**src/rtl/uart_ctrl_pkg.sv**
```systemverilog
// -----------------------------------------------------------------------------
// uart_ctrl_pkg
// Shared types and constants for the UART command sequencer:
//   opcode_t  - command opcodes carried in cmd[31:24]
//   status_t  - status byte placed in every response header
//   state_t   - sequencer states
//   field positions of the command word and a header-builder helper
// -----------------------------------------------------------------------------
package uart_ctrl_pkg;

    typedef enum logic [7:0] {
        OP_WRITE = 8'h01,
        OP_READ  = 8'h02,
        OP_PING  = 8'h03
    } opcode_t;

    typedef enum logic [7:0] {
        ST_OK      = 8'h00,
        ST_BAD_OP  = 8'h01,
        ST_TIMEOUT = 8'h02
    } status_t;

    typedef enum logic [2:0] {
        IDLE      = 3'd0,
        DECODE    = 3'd1,
        GET_DATA  = 3'd2,
        BUS       = 3'd3,
        SEND_HDR  = 3'd4,
        SEND_DATA = 3'd5
    } state_t;

    // Command word layout: [31:24] opcode, [23:16] ignored, [15:0] address
    localparam int OPC_MSB  = 31;
    localparam int OPC_LSB  = 24;
    localparam int ADDR_MSB = 15;
    localparam int ADDR_LSB = 0;

    // Response header layout mirrors the command: {opcode, status, addr}
    function automatic logic [31:0] make_hdr(input logic [7:0]  opc,
                                             input status_t     st,
                                             input logic [15:0] addr);
        return {opc, st, addr};
    endfunction

endpackage

```
**src/rtl/uart_cmd_ctrl_if.sv**
```systemverilog
// -----------------------------------------------------------------------------
// uart_cmd_ctrl_if
// Bundles the UART buffer handshakes and the register bus.
//   UART input buffer : empty_in, data_from_uart (show-ahead), r_buff_in (pop)
//   UART output buffer: full_out, data_from_system, w_buff_out (push)
//   Register bus      : bus_req, bus_we, bus_addr, bus_wdata, bus_rdata, bus_ack
// modport master: the command sequencer; modport slave: buffers + bus fabric.
// -----------------------------------------------------------------------------
interface uart_cmd_ctrl_if #(
    parameter int WORD_SIZE = 32,
    parameter int ADDR_W    = 16
);
    logic                 empty_in;
    logic [WORD_SIZE-1:0] data_from_uart;
    logic                 r_buff_in;
    logic                 full_out;
    logic [WORD_SIZE-1:0] data_from_system;
    logic                 w_buff_out;
    logic                 bus_req;
    logic                 bus_we;
    logic [ADDR_W-1:0]    bus_addr;
    logic [WORD_SIZE-1:0] bus_wdata;
    logic [WORD_SIZE-1:0] bus_rdata;
    logic                 bus_ack;

    modport master (
        input  empty_in, data_from_uart, full_out, bus_rdata, bus_ack,
        output r_buff_in, data_from_system, w_buff_out,
               bus_req, bus_we, bus_addr, bus_wdata
    );

    modport slave (
        output empty_in, data_from_uart, full_out, bus_rdata, bus_ack,
        input  r_buff_in, data_from_system, w_buff_out,
               bus_req, bus_we, bus_addr, bus_wdata
    );
endinterface

```
**src/rtl/uart_bus_timer.sv**
```systemverilog
// -----------------------------------------------------------------------------
// uart_bus_timer
// Loadable down-counter bounding a register bus transaction.
//   clock, reset (async, active-low)
//   clr     : force count to zero
//   load    : load BUS_TIMEOUT-1 (asserted on the cycle before the first BUS cycle)
//   en      : count down while the bus transaction is outstanding
//   expired : high during the BUS_TIMEOUT-th enabled cycle
// -----------------------------------------------------------------------------
module uart_bus_timer #(
    parameter int BUS_TIMEOUT = 255
) (
    input  logic clock,
    input  logic reset,
    input  logic clr,
    input  logic load,
    input  logic en,
    output logic expired
);
    localparam int                CNT_W    = $clog2(BUS_TIMEOUT + 1);
    localparam logic [CNT_W-1:0] LOAD_VAL = CNT_W'(BUS_TIMEOUT - 1);

    logic [CNT_W-1:0] count;

    always_ff @(posedge clock or negedge reset) begin
        if (!reset) begin
            count <= '0;
        end else if (clr) begin
            count <= '0;
        end else if (load) begin
            count <= LOAD_VAL;
        end else if (en && (count != '0)) begin
            count <= count - CNT_W'(1);
        end
    end

    // Loading N-1 makes the Nth enabled cycle the one that sees zero.
    assign expired = en && (count == '0);

endmodule

```
**src/rtl/uart_cmd_ctrl.sv**
```systemverilog
// -----------------------------------------------------------------------------
// uart_cmd_ctrl
// Command sequencer turning the UART link into a host-controlled register
// access port. Pops command words, performs register bus reads/writes and
// pushes response headers (plus read data) back to the UART.
// Ports:
//   clock      : system clock
//   reset      : asynchronous active-low reset
//   io         : uart_cmd_ctrl_if.master (UART buffers + register bus)
//   busy       : high whenever the sequencer is not IDLE
//   err_count  : saturating count of BAD_OPCODE / TIMEOUT headers pushed
// -----------------------------------------------------------------------------
module uart_cmd_ctrl
    import uart_ctrl_pkg::*;
#(
    parameter int WORD_SIZE   = 32,
    parameter int ADDR_W      = 16,
    parameter int BUS_TIMEOUT = 255,
    parameter int ERR_W       = 8
) (
    input  logic               clock,
    input  logic               reset,
    uart_cmd_ctrl_if.master    io,
    output logic               busy,
    output logic [ERR_W-1:0]   err_count
);

    state_t               state;
    logic [7:0]           cmd_op;
    logic [15:0]          cmd_addr;
    logic [WORD_SIZE-1:0] rdata;
    status_t              status;
    logic                 bus_req_r;
    logic                 bus_we_r;
    logic [ADDR_W-1:0]    bus_addr_r;
    logic [WORD_SIZE-1:0] bus_wdata_r;
    logic [WORD_SIZE-1:0] dout;
    logic                 busy_r;
    logic [ERR_W-1:0]     err_r;

    logic tmr_load;
    logic tmr_expired;

    function automatic logic [WORD_SIZE-1:0] hdr_word(input status_t st);
        return WORD_SIZE'(make_hdr(cmd_op, st, cmd_addr));
    endfunction

    // The timer is armed on whichever transition enters BUS.
    assign tmr_load = ((state == DECODE) && (cmd_op == OP_READ)) ||
                      ((state == GET_DATA) && !io.empty_in);

    uart_bus_timer #(
        .BUS_TIMEOUT (BUS_TIMEOUT)
    ) u_timer (
        .clock   (clock),
        .reset   (reset),
        .clr     (state == IDLE),
        .load    (tmr_load),
        .en      (state == BUS),
        .expired (tmr_expired)
    );

    // Pop/push strobes are combinational so a word moves in the same cycle the
    // buffer allows it; gated by reset so nothing is consumed while held.
    assign io.r_buff_in  = reset && !io.empty_in &&
                           ((state == IDLE) || (state == GET_DATA));
    assign io.w_buff_out = reset && !io.full_out &&
                           ((state == SEND_HDR) || (state == SEND_DATA));

    always_ff @(posedge clock or negedge reset) begin
        if (!reset) begin
            state       <= IDLE;
            cmd_op      <= '0;
            cmd_addr    <= '0;
            rdata       <= '0;
            status      <= ST_OK;
            bus_req_r   <= 1'b0;
            bus_we_r    <= 1'b0;
            bus_addr_r  <= '0;
            bus_wdata_r <= '0;
            dout        <= '0;
            busy_r      <= 1'b0;
            err_r       <= '0;
        end else begin
            case (state)
                IDLE: begin
                    if (!io.empty_in) begin
                        cmd_op   <= io.data_from_uart[OPC_MSB:OPC_LSB];
                        cmd_addr <= io.data_from_uart[ADDR_MSB:ADDR_LSB];
                        busy_r   <= 1'b1;
                        state    <= DECODE;
                    end
                end

                DECODE: begin
                    case (cmd_op)
                        OP_WRITE: state <= GET_DATA;
                        OP_READ: begin
                            bus_req_r   <= 1'b1;
                            bus_we_r    <= 1'b0;
                            bus_addr_r  <= cmd_addr[ADDR_W-1:0];
                            bus_wdata_r <= '0;
                            state       <= BUS;
                        end
                        OP_PING: begin
                            status <= ST_OK;
                            dout   <= hdr_word(ST_OK);
                            state  <= SEND_HDR;
                        end
                        default: begin
                            status <= ST_BAD_OP;
                            dout   <= hdr_word(ST_BAD_OP);
                            state  <= SEND_HDR;
                        end
                    endcase
                end

                GET_DATA: begin
                    if (!io.empty_in) begin
                        bus_req_r   <= 1'b1;
                        bus_we_r    <= 1'b1;
                        bus_addr_r  <= cmd_addr[ADDR_W-1:0];
                        bus_wdata_r <= io.data_from_uart;
                        state       <= BUS;
                    end
                end

                BUS: begin
                    // Ack is checked first so an ack in the expiry cycle wins.
                    if (io.bus_ack) begin
                        rdata     <= io.bus_rdata;
                        status    <= ST_OK;
                        dout      <= hdr_word(ST_OK);
                        bus_req_r <= 1'b0;
                        bus_we_r  <= 1'b0;
                        state     <= SEND_HDR;
                    end else if (tmr_expired) begin
                        rdata     <= '0;
                        status    <= ST_TIMEOUT;
                        dout      <= hdr_word(ST_TIMEOUT);
                        bus_req_r <= 1'b0;
                        bus_we_r  <= 1'b0;
                        state     <= SEND_HDR;
                    end
                end

                SEND_HDR: begin
                    if (!io.full_out) begin
                        if ((status != ST_OK) && !(&err_r)) begin
                            err_r <= err_r + ERR_W'(1);
                        end
                        if (cmd_op == OP_READ) begin
                            dout  <= rdata;
                            state <= SEND_DATA;
                        end else begin
                            busy_r <= 1'b0;
                            state  <= IDLE;
                        end
                    end
                end

                SEND_DATA: begin
                    if (!io.full_out) begin
                        busy_r <= 1'b0;
                        state  <= IDLE;
                    end
                end

                default: begin
                    busy_r <= 1'b0;
                    state  <= IDLE;
                end
            endcase
        end
    end

    assign io.bus_req          = bus_req_r;
    assign io.bus_we           = bus_we_r;
    assign io.bus_addr         = bus_addr_r;
    assign io.bus_wdata        = bus_wdata_r;
    assign io.data_from_system = dout;
    assign busy                = busy_r;
    assign err_count           = err_r;

endmodule

```
**src/flat_wrapper.sv**
```systemverilog
// flat-port wrapper written by rule: the top's interface ports become plain ports
module uart_cmd_ctrl_flat import uart_ctrl_pkg::*;
#(
    parameter int WORD_SIZE   = 32,
    parameter int ADDR_W      = 16,
    parameter int BUS_TIMEOUT = 255,
    parameter int ERR_W       = 8
)
  (clock, reset, busy, err_count, io_empty_in, io_data_from_uart, io_full_out, io_bus_rdata, io_bus_ack, io_r_buff_in, io_data_from_system, io_w_buff_out, io_bus_req, io_bus_we, io_bus_addr, io_bus_wdata);
  uart_cmd_ctrl_if #(.WORD_SIZE(WORD_SIZE), .ADDR_W(ADDR_W)) io_i ();
  input  logic clock;
  input  logic reset;
  output logic busy;
  output logic [ERR_W-1:0] err_count;
  input wire logic [$bits(io_i.empty_in)-1:0] io_empty_in;
  input wire logic [$bits(io_i.data_from_uart)-1:0] io_data_from_uart;
  input wire logic [$bits(io_i.full_out)-1:0] io_full_out;
  input wire logic [$bits(io_i.bus_rdata)-1:0] io_bus_rdata;
  input wire logic [$bits(io_i.bus_ack)-1:0] io_bus_ack;
  output wire logic [$bits(io_i.r_buff_in)-1:0] io_r_buff_in;
  output wire logic [$bits(io_i.data_from_system)-1:0] io_data_from_system;
  output wire logic [$bits(io_i.w_buff_out)-1:0] io_w_buff_out;
  output wire logic [$bits(io_i.bus_req)-1:0] io_bus_req;
  output wire logic [$bits(io_i.bus_we)-1:0] io_bus_we;
  output wire logic [$bits(io_i.bus_addr)-1:0] io_bus_addr;
  output wire logic [$bits(io_i.bus_wdata)-1:0] io_bus_wdata;
  assign io_i.empty_in = io_empty_in;
  assign io_i.data_from_uart = io_data_from_uart;
  assign io_i.full_out = io_full_out;
  assign io_i.bus_rdata = io_bus_rdata;
  assign io_i.bus_ack = io_bus_ack;
  assign io_r_buff_in = io_i.r_buff_in;
  assign io_data_from_system = io_i.data_from_system;
  assign io_w_buff_out = io_i.w_buff_out;
  assign io_bus_req = io_i.bus_req;
  assign io_bus_we = io_i.bus_we;
  assign io_bus_addr = io_i.bus_addr;
  assign io_bus_wdata = io_i.bus_wdata;
  uart_cmd_ctrl #(.WORD_SIZE(WORD_SIZE), .ADDR_W(ADDR_W), .BUS_TIMEOUT(BUS_TIMEOUT), .ERR_W(ERR_W)) u_core (.clock(clock), .reset(reset), .io(io_i), .busy(busy), .err_count(err_count));
endmodule
```
**config.mk**
```make
export PLATFORM = sky130hd
export DESIGN_NAME = uart_cmd_ctrl_flat
export DESIGN_NICKNAME = d
export VERILOG_FILES = /design/src/rtl/uart_ctrl_pkg.sv /design/src/rtl/uart_cmd_ctrl_if.sv /design/src/rtl/uart_bus_timer.sv /design/src/rtl/uart_cmd_ctrl.sv /design/src/flat_wrapper.sv
export SDC_FILE = /design/constraint.sdc
export NUM_CORES = 1
export LEC_CHECK = 0
export BUFFER_PORTS_ARGS = -buffer_cell sky130_fd_sc_hd__buf_2
export CAP_MARGIN = 40
export CORE_ASPECT_RATIO = 0.75
export CORE_UTILIZATION = 55
export CTS_CLUSTER_DIAMETER = 40
export DETAILED_ROUTE_END_ITERATION = 6
export PLACE_DENSITY = 0.82
export SYNTH_ARGS = -nofsm -noshare
export SYNTH_HDL_FRONTEND = slang
export SYNTH_SLANG_ARGS = --single-unit
```
**constraint.sdc**
```tcl
create_clock -name clock -period 4.6 [get_ports clock]
set_clock_uncertainty 0.15 [all_clocks]
set_input_delay 0.69 -clock clock [delete_from_list [all_inputs] [get_ports clock]]
set_output_delay 0.69 -clock clock [all_outputs]
set_load 0.02 [all_outputs]
```
==> summary.txt <==
Die
  – DIE AREA: approximately 13000 um2
  – Die Span Y: roughly 100 um
  – Initial core utilization: a little under three fifths
  – Chip Width: approximately 130 um
  – Core area: about 12000 um2
  – Num ports: 162
  – Row cnt: 34

STA
  – Worst relative slew slack: about two fifths
  – Tmin final: ~2.9 ns
  – Max Slew Vio Count: 0
  – Tcrit/Tclk final: about 63%
  – Final setup viols: 0
  – Final Hold Violating Endpoints: 0
  – RSZ-0062 raised after global routing: no
  – Setup TNS: 0 ns
  – Hold WS: between 0.1 and 0.15 ns
  – Slew @ Worst Pin: 0.8862 ns
  – Max Freq: about 0.35 GHz

Logic synthesis
  – Cells after synthesis: roughly 480
  – Netlist cell types: between 50 and 60
  – EDFF count, synth: 0
  – Ys Warns: 0
  – Synthesis-stage register bit count: between 150 and 200
  – Mapped cell area: approximately 6700 um2
  – Syn Nets: between 500 and 600
  – Post-synthesis sequential area ratio: between 50 and 60%
  – Main synth FF type: dfrtp_1
  – Ys async rst share: 100.0%
  – Syn avg cell area: between 10 and 15 um2

Drt
  – DRT Pass-1 Iters: 5
  – Post-route antenna net violation count: 0
  – DRC Markers: 0
  – Vias/cell: around 5.8
  – Drt wl/cell: 19.37 um
  – Total number of vias: between 4000 and 5000
  – Initial DRC Count: roughly 270
  – Total Wirelength: about 16000 um

Setup path
  – Worst path max stage delay: between 0.7 and 0.8 ns
  – Required @ worst endpoint: 4.75 ns
  – Crit-path max FO: 39
  – Critical path endpoint category: register
  – Crit-path cells: nand2b_1, o31a_2, buf_4, mux2_2
  – Crit-path leading delay family: compound AO/OA/AOI/OAI gates
  – Crit path DAT: between 3 and 4 ns
  – CP Class: register to register
  – CP bufs+invs: 1
  – Crit path launch type: register
  – CP max-delay cell: o31a_2

Pwr
  – Leak pwr: slightly above 0.004 uW
  – Worst vdd ir: roughly 0.38 mV
  – Pwr Density: 610.1 nW/um2

Layout
  – Area growth from synthesis to layout: 24.30%
  – Fill count: a little over 800
  – # diodes: 0
  – Register area: between 4000 and 5000 um2
  – Share of layout cells above drive strength 1: between 40% and 50%
  – Final #Nets: 714
  – Layout Cells excl Fill: 817
  – Core Util, Final: 70.93%
  – Most frequent cells in the layout: 160 x buf_2, 160 x dfrtp_1, 70 x mux2_2
  – Fin area: about 8300 um2
  – Area of the multi-input gates: 2516 um2

Clocking
  – Clock Latency Late Sink: 0.42 ns
  – Postcts setup bufs: 0
  – Cts hold-fix bufs: 0
  – CTS tree: built
  – Post_cts resized: 0
  – Clock sinks: 160
  – Num CTS Buffers: 17
  – Reg clk slew, reported paths: approximately 0.06 ns
  – Clk buf depth: 2
  – CTS Root Buffer Type: clkbuf_16
  – Level count of the clock H-tree: 4

GRT
  – GRT overflow: 0
  – Largest net degree at the start of global routing: between 80 and 90
  – First-pass GRT wire length: around 26000 um
  – Vias in the first global route: between 4000 and 5000
  – GRT Util Overall: 26.85%
  – Initial antenna violation count: 0

Place
  – Placer congestion estimate: ~0.86
  – Placed cell area: just under 8000 um2
  – Final HPWL DP: between 10000 and 15000 um
  – Placed cells: between 700 and 800
  – Port bufs: around 160

Hold path
  – HP Class: input pin to asynchronous set/reset pin

Outcome
  – Outcome: completed

Job
  – Max-cap viol count: 0
[where the power goes]
| group | internal (uW) | leakage, uW | switching (uW) |
|---|---|---|---|
| Combinational | 748 | 0.00174 | 822 |
| Clock | 838 | 0.000292 | 584 |
| Sequential | 1780 | 0.00211 | 311 |
[per-stage QoR]
| step | worst slack [ns] | power [uW] |
|---|---|---|
| after floorplan | 2.301 | 3117 |
| after global placement | 1.609 | 3591 |
| after detailed placement | 1.754 | 3669 |
| after CTS | 1.751 | 5112 |
| after global routing | 1.562 | 5339 |
| final | 1.721 | 5081 |
[synthesized netlist by cell type, types with 3 or more instances]
library cell	instances	area (um2)
a22o_1	64	560.5
nand2_1	14	52.55
mux2i_1	6	60.06
mux2_1	23	259.0
o311ai_0	5	43.79
o21ai_0	5	25.02
clkbuf_1	20	75.07
buf_6	3	33.78
nand4_1	8	50.05
inv_1	12	45.04
mux2_2	70	788.3
dfrtp_1	160	4004
xnor2_1	7	61.31
nand3_1	6	30.03
and2_1	6	37.54
o211ai_1	4	30.03
nor3_1	6	30.03
ha_1	3	37.54
nor2_1	7	26.28
buf_2	8	40.04
[kinds of logic after synthesis]
family | after synthesis | synth area share [%]
AOI/OAI and AO/OA | 100 | 12.51
buffers and inverters | 45 | 3.006
muxes | 99 | 16.53
xor gates and xnor gates | 8 | 1.046
DFF | 160 | 59.76
and+or+nand+nor | 69 | 6.593
adders and majority gates | 3 | 0.5603
[layer usage]
metal / global-route usage [%] / share of wire (%) / up-vias
met1: 37.07 / 45 / 2386
met5: 0 / 0 / -
met4: 8.050 / 1.3 / 0
li1: - / - / 2127
met3: 6.938 / 7.0 / 18
met2: 41.85 / 46 / 194
[final timing paths]
kind                                                 from                        endpoint  slack [ns]  cells after the start
max reg2reg                               u_core.state[2]           u_core.io.bus_addr[9]        1.72                      4
max in group asynchronous                           reset              u_core.cmd_addr[2]        3.01                      3
max                                       u_core.state[2]           u_core.io.bus_addr[9]        1.72                      4
min                                                 reset             u_core.err_count[5]        0.14                      1
min in group clock                        io_bus_rdata[4]                 u_core.rdata[4]        0.33                      2
min reg2reg                u_core.io.data_from_system[25]  u_core.io.data_from_system[25]        0.34                      1
[registers in the layout (all words and copies together) (netlist names)]
name                        count
u_core.status                   2
u_core.io.bus_we                1
u_core.cmd_op                   8
u_core.err_count                8
u_core.state                    3
u_core.io.bus_req               1
u_core.rdata                   32
u_core.io.bus_addr             16
u_core.io.bus_wdata            32
u_core.u_timer.count            8
u_core.busy                     1
u_core.cmd_addr                16
u_core.io.data_from_system     32
[final cells by class]
| type | count | share of cell area (%) |
|---|---|---|
| flip-flops and latches | 160 | 48.08 |
| repair buffers | 172 | 11.46 |
| clock buffers | 19 | 5.439 |
| clock inverters | 13 | 1.833 |
| inverters | 12 | 0.5409 |
| well taps | 162 | 2.434 |
| multi-input cells | 279 | 30.21 |
No activity file was read; power rests on OpenSTA's default activity.
